===== config.mk =====
export PLATFORM = sky130hd
export DESIGN_NAME = instr_encoder_loader
export DESIGN_NICKNAME = d
export VERILOG_FILES = /design/src/rtl/instr_encoder_loader.sv
export SDC_FILE = /design/constraint.sdc
export NUM_CORES = 1
export LEC_CHECK = 0
export CORE_AREA = 2 2 86 88
export DETAILED_ROUTE_END_ITERATION = 12
export DIE_AREA = 0 0 88 90
export PLACE_DENSITY = 0.83
export RECOVER_POWER = 25
export SLEW_MARGIN = 20
export SYNTH_ARGS = -nofsm -noshare
export SYNTH_HDL_FRONTEND = slang
export SYNTH_SLANG_ARGS = --single-unit

===== constraint.sdc =====
create_clock -name clk -period 4.75 [get_ports clk]
set_input_delay 1.1875 -clock clk [delete_from_list [all_inputs] [get_ports clk]]
set_output_delay 1.1875 -clock clk [all_outputs]
set_load 0.02 [all_outputs]

===== src/rtl/instr_encoder_loader.sv =====
// RV32I field-bundle encoder that streams packed instruction words
// into instruction memory from a base address.
module instr_encoder_loader #(
   parameter int ADDR_W = 8
) (
   input  logic              clk,
   input  logic              rst_n,
   input  logic              start,
   input  logic [ADDR_W-1:0] base_addr,
   input  logic              finish,
   input  logic              in_valid,
   output logic              in_ready,
   input  logic [2:0]        in_fmt,
   input  logic [6:0]        in_opcode,
   input  logic [4:0]        in_rd,
   input  logic [4:0]        in_rs1,
   input  logic [4:0]        in_rs2,
   input  logic [2:0]        in_funct3,
   input  logic [6:0]        in_funct7,
   input  logic [31:0]       in_imm,
   output logic              imem_we,
   output logic [ADDR_W-1:0] imem_addr,
   output logic [31:0]       imem_wdata,
   output logic [ADDR_W:0]   count,
   output logic              busy,
   output logic              full,
   output logic              err,
   output logic              done
);

   typedef enum logic [1:0] {
      IDLE  = 2'd0,
      LOAD  = 2'd1,
      FLUSH = 2'd2
   } state_t;

   localparam logic [2:0] FMT_R = 3'd0;
   localparam logic [2:0] FMT_I = 3'd1;
   localparam logic [2:0] FMT_S = 3'd2;
   localparam logic [2:0] FMT_B = 3'd3;
   localparam logic [2:0] FMT_U = 3'd4;
   localparam logic [2:0] FMT_J = 3'd5;

   localparam logic [ADDR_W:0] CAP = {1'b1, {ADDR_W{1'b0}}};

   state_t            state;
   logic [ADDR_W-1:0] wr_ptr;
   logic [31:0]       enc;
   logic              accept;
   logic              legal;

   // imem never back-pressures, so the output stage drains every
   // cycle and a new bundle can follow a pending write directly.
   assign full     = (count == CAP);
   assign in_ready = (state == LOAD) && !full;
   assign busy     = (state != IDLE);
   assign accept   = in_valid && in_ready;
   assign legal    = (in_fmt <= FMT_J);

   always_comb begin
      enc = '0;
      unique case (in_fmt)
         FMT_R: enc = {in_funct7, in_rs2, in_rs1,
                       in_funct3, in_rd, in_opcode};
         FMT_I: enc = {in_imm[11:0], in_rs1,
                       in_funct3, in_rd, in_opcode};
         FMT_S: enc = {in_imm[11:5], in_rs2, in_rs1,
                       in_funct3, in_imm[4:0], in_opcode};
         FMT_B: enc = {in_imm[12], in_imm[10:5], in_rs2,
                       in_rs1, in_funct3, in_imm[4:1],
                       in_imm[11], in_opcode};
         FMT_U: enc = {in_imm[31:12], in_rd, in_opcode};
         FMT_J: enc = {in_imm[20], in_imm[10:1], in_imm[11],
                       in_imm[19:12], in_rd, in_opcode};
         default: enc = '0;
      endcase
   end

   always_ff @(posedge clk) begin
      if (!rst_n) begin
         state      <= IDLE;
         wr_ptr     <= '0;
         count      <= '0;
         err        <= 1'b0;
         done       <= 1'b0;
         imem_we    <= 1'b0;
         imem_addr  <= '0;
         imem_wdata <= '0;
      end else begin
         done    <= 1'b0;
         imem_we <= 1'b0;
         unique case (state)
            IDLE: begin
               if (start) begin
                  state  <= LOAD;
                  count  <= '0;
                  err    <= 1'b0;
                  wr_ptr <= base_addr;
               end
            end
            LOAD: begin
               if (accept) begin
                  if (legal) begin
                     imem_we    <= 1'b1;
                     imem_addr  <= wr_ptr;
                     imem_wdata <= enc;
                     wr_ptr     <= wr_ptr + ADDR_W'(1);
                     count      <= count + (ADDR_W+1)'(1);
                  end else begin
                     err <= 1'b1;
                  end
               end
               if (finish) begin
                  state <= FLUSH;
               end
            end
            FLUSH: begin
               if (!imem_we) begin
                  state <= IDLE;
                  done  <= 1'b1;
               end
            end
            default: state <= IDLE;
         endcase
      end
   end

endmodule


Word-level counts from Yosys, hierarchy flattened
Index checks and enable logic that the tools add are counted.
{"block": "word_totals", "regBits": 62, "latchBits": 0, "ram_bits": 0, "mem_bits_ro": 0, "input_bits": 80, "output_inout_bits": 55, "elab_cells": 57, "mem_count": 0}
{"block": "classes", "addsub": 2, "n_mul": 0, "n_div": 0, "magnitude_cmp": 1, "eq_ne": 14, "n_shift": 0, "n_mux": 19, "bitwise": 0, "reduce_logical": 13}
{"operator": "32-bit one-hot mux with 6 select lines", "n": 1}
{"operator": "9-bit 2-to-1 mux", "n": 3}
{"operator": "8-bit 2-to-1 mux", "n": 3}
{"operator": "9-bit one-hot mux with 2 select lines", "n": 1}
{"operator": "8-bit one-hot mux with 2 select lines", "n": 1}
{"operator": "2-bit != test, second input constant", "n": 6}
{"operator": "9-bit by 1-bit adder with 9-bit output, second input constant", "n": 1}
{"operator": "9-bit == test, second input constant", "n": 1}
{"operator": "3-bit AND reduction", "n": 3}
{"operator": "8-bit by 1-bit adder with 8-bit output, second input constant", "n": 1}
{"operator": "4-bit AND reduction", "n": 2}
{"operator": "3-bit by 2-bit == test with 1-bit output, second input constant", "n": 2}
{"operator": "3-bit == test, second input constant", "n": 2}
{"operator": "2-bit 2-to-1 mux", "n": 3}
{"operator": "2-bit one-hot mux with 3 select lines", "n": 1}
{"operator": "1-bit 2-to-1 mux", "n": 5}
{"operator": "2-bit nonzero test", "n": 2}
{"operator": "3-bit by 1-bit == test with 1-bit output, second input constant", "n": 1}
{"operator": "3-bit <= comparator, second input constant", "n": 1}
{"operator": "3-bit zero test", "n": 1}
{"operator": "2-bit by 1-bit == test with 1-bit output, second input constant", "n": 1}
{"operator": "2-bit == test, second input constant", "n": 1}
{"operator": "1-bit logical AND", "n": 2}
{"operator": "2-bit zero test", "n": 1}
{"operator": "3 further kinds", "n": 3}

Depth between registers and ports, before layout
{"block": "depth", "depth_word": 6, "depth_mapped": 9, "mapped_depth_nobuf": 6}

Worst setup path before layout
OpenSTA, ideal clock, no wires.
{"block": "synth_timing", "kind": "register to output", "startpoint": "register count[2]", "endpoint": "output in_ready", "arrival_ns": 1.541, "slack_ns": 2.022, "stages_incl_launch_ff": 4, "n_path_buf": 0, "path_cell_list": "dfxtp_1 -> or4_4 -> nor2_1 -> nor2_1"}
{"block": "synth_between", "elab_chain_len": 3}
{"element": "start: declaration", "line_no": "24", "text": "output logic [ADDR_W:0] count,"}
{"element": "start signal: assignment", "line_no": "108", "text": "count <= count + (ADDR_W+1)'(1);"}
{"element": "9-bit == test", "line_no": "54", "text": "assign full = (count == CAP);"}
{"element": "via full", "line_no": "26", "text": "output logic full,"}
{"element": "1-bit zero test", "line_no": "55", "text": "assign in_ready = (state == LOAD) && !full;"}
{"element": "1-bit logical AND", "line_no": "55"}
{"element": "end: declaration", "line_no": "12", "text": "output logic in_ready,"}
The timed path passes the listed nets, and every way through them passes these cells.

Worst setup path in the final report
{"block": "layout_timing", "startpoint": "input in_fmt[2]", "endpoint": "register imem_wdata[30]"}
{"block": "layout_between", "elab_chain_len": 2, "word_cells_on_any_way": 9, "cone_classes": "order compare (1); eq/ne (5); mux (1); reduce/logical (2)"}
{"element": "start: declaration", "line_no": "13", "text": "input logic [2:0] in_fmt,"}
{"element": "3-bit <= comparator (tied with other cells)", "line_no": "58", "text": "assign legal = (in_fmt <= FMT_J);"}
{"element": "3-bit AND reduction (no line) / 32-bit one-hot mux with 6 select lines (equally long branches)"}
{"element": "end signal: assignment", "line_no": "106", "text": "imem_wdata <= enc;"}
{"element": "end: declaration", "line_no": "23", "text": "output logic [31:0] imem_wdata,"}
Parallel ways exist; a longest one is shown, timed or not.
A chain may end at the register's enable or synchronous reset.

==> qor.txt <==
Status = completed
Synth top area share = 40.94%
Critical Path AT = 3.67 ns
Nets = 573
Final Critical Period = 3.448 ns
Diodes inserted = 0
Initial antenna violation count = 0
Largest family of logic cells by synthesized area = compound AO/OA/AOI/OAI gates
Async S/R FF share, synth = 0%
Clock latency on the worst-skew pair = 0.33 ns
Gpl congestion = 0.9115
Post-Route WL = 9.236 mm
Clock Root Buffer = clkbuf_8
Synth Net Count = 451
Antenna Violating Nets Remaining = 0
# clock sinks = 62
CTS Buffer Depth = 2
Hold buffer count at cts = 0
Row cnt = 31
Fillers = 580
Chip Width = 88 um
Io pins = 135
Pwr dens = 292.6 nW/um^2
Core Area = 7020 sq um
Final HPWL DP = 6.574 mm
Vias per cell = 5.544
Post-synthesis register bit count = 62
Initial DRC count = 202
Static leakage = 1.740 nW
Relative slew slack = 33.68%
Max-capacitance violation count = 0
Cells on Worst Hold Path = 2
EDFF count, synth = 0
Die height = 90 um
Vias in the first global route = 3258
R2R Path Start = state[0]$_SDFFE_PN0P_
First-pass GRT wire length = 15.14 mm
R2R cell count = 5
Port bufs = 134
Final Hold Vio Count = 0
Layout area overhead = 53.40%
CP required = 4.97 ns
Final setup fails = 0
Final period util = 72.59%
Syn Inst Count = 368
Syn. warnings = 0
Worst Setup Path Type = in2reg
Post-synth top cells = dfxtp_1 (62), nand2_1 (62), a21oi_1 (41), nor2_1 (29), o21ai_0 (22)
Distinct cells, synth = 49
CTS tree = built
DP Worst Slack = 1.249 ns
Synth Area in Compound Gates = 28.81%
Simple-Gate Fraction of Synth Area = 19.60%
Slew @ Worst Pin = 0.9936 ns
Worst vdd ir = 0.1890 mV
Hold endpoint = imem_wdata[3]$_SDFFE_PN0P_
Post-synth top area cell = dfxtp_1
Via count = 3293
HP Class = reg2reg
Initial Utilization = 43.18%
Peak Freq = 0.2900 GHz
Top cells by area, synth = dfxtp_1 (41%), nand2_1 (7.7%), a21oi_1 (6.8%)
Clk_skew = 0.005765 ns
Inserted Clock Buffers = 9
Total negative setup slack = 0 ns
Setup crit end kind = register
Drt wl/cell = 15.55 um
CP max FO = 35
Total gr overflow = 0
Area of the multi-input gates = 1630 sq um
RSZ-0062 raised after global routing = no
Synth Area per Inst = 8.238 sq um
# DRC = 0
Gr usage total = 23.73%
CTS clk-pin slew, worst paths = 0.07 ns
Share of post-route cells with drive strength above 1 = 7.071%
Reg2reg setup slack = 2.00 ns
Xor-xnor portion of the synthesized cell area = 0%
HP Start = imem_wdata[3]$_SDFFE_PN0P_
Setup WS post-layout = 1.302 ns
Post_cts resized = 0
Die area = 7920 sq um
Largest net degree at the start of global routing = 45
Top FF cell, synth = dfxtp_1
H-tree levels = 3
Sequential Area = 1241 sq um
Startpoint types = input pin
Sequential cell area fraction in the yosys report = 40.94%
Adder-cell share of the synthesized area = 1.238%
Post-CTS setup buffers = 0
Total iterations of the first detailed-routing run = 4
Final Max Tran Viols = 0
Synthesized cell area = 3032 sq um
R2r endpoint = imem_wdata[22]$_SDFFE_PN0P_
Multiplexer share of the synthesized area = 4.086%
[where the power goes]
| group | internal (mW) | switching, mW |
|---|---|---|
| Sequential | 0.544 | 0.0214 |
| Combinational | 0.133 | 0.127 |
| Clock | 0.338 | 0.198 |
[cell usage in the layout (no fill, tap or decap), types with 7 or more instances in the layout]
master / count
dlygate4sd3_1: 28
o21ai_0: 22
clkdlybuf4s50_1: 106
nand2_1: 62
a21oi_1: 41
dfxtp_1: 62
clkbuf_8: 12
mux2i_1: 9
a221oi_1: 11
nor3_1: 15
a311oi_1: 7
nor2_1: 29
a22oi_1: 12
[kinds of logic (layout without fill, tap and decap cells)]
| family | count (synthesis) | after routing |
|---|---|---|
| fa+ha+maj | 3 | 3 |
| mux | 12 | 12 |
| flops | 62 | 62 |
| simple gates | 132 | 132 |
| compound gates | 124 | 124 |
| buf+inv | 35 | 162 |
[metal layers]
| metal | GRT usage, % | vias to the layer above | wire, um |
|---|---|---|---|
| met5 | 0 | - | 0 |
| met2 | 39.20 | 117 | 4658 |
| met4 | 11.03 | 0 | 261 |
| met1 | 29.57 | 1561 | 3828 |
| met3 | 4.132 | 20 | 487 |
| li1 | - | 1595 | - |
[critical path: stages]
cell             delay [ns]
clkdlybuf4s50_1        0.45
clkbuf_1               0.68
nand2_1                0.29
o2111a_2               0.46
buf_4                  0.34
o21ai_0                0.20
a21oi_1                0.06
[how the worst max path moves through the flow]
stage                                        to             startpoint  depth (start not counted)
finish              imem_wdata[30]$_SDFFE_PN0P_              in_fmt[2]                          7
global route        imem_wdata[29]$_SDFFE_PN0P_              in_fmt[2]                          7
CTS                                    in_ready  state[0]$_SDFFE_PN0P_                          3
detailed placement  imem_wdata[11]$_SDFFE_PN0P_              in_fmt[1]                          5
global placement    imem_wdata[17]$_SDFFE_PN0P_              in_fmt[2]                          7
floorplan                              in_ready  count[2]$_SDFFE_PN0P_                          3
[registers in the layout, indices dropped and copies added, names as in the netlist]
register,flops
imem_wdata,32
count,9
imem_addr,8
wr_ptr,8
state,2
done,1
err,1
imem_we,1
[metrics by stage]
stage | area [sq um] | std cells | hold slack [ns] | utilization (%) | power [mW]
CTS | 4627 | 593 | 0.4593 | 65.91 | 1.370
global route | 4651 | 594 | 0.4763 | 66.24 | 1.413
detailed placement | 4393 | 577 | 0.4462 | 62.57 | 0.8361
floorplan | 3032 | 368 | 0.4453 | - | 0.7050
global placement | 4393 | 577 | 0.4392 | 62.57 | 0.8293
finish | 4651 | 594 | 0.4563 | 66.24 | 1.361
[layout make-up]
cell class              instances  area share (%)
clock buffers                  13           3.632
clock inverters                 3           1.399
multi-input cells             271           35.06
flip-flops and latches         62           26.69
well taps                      99           2.663
repair buffers                139           30.00
inverters                       7          0.5650
(Power assumes the default switching activity.)
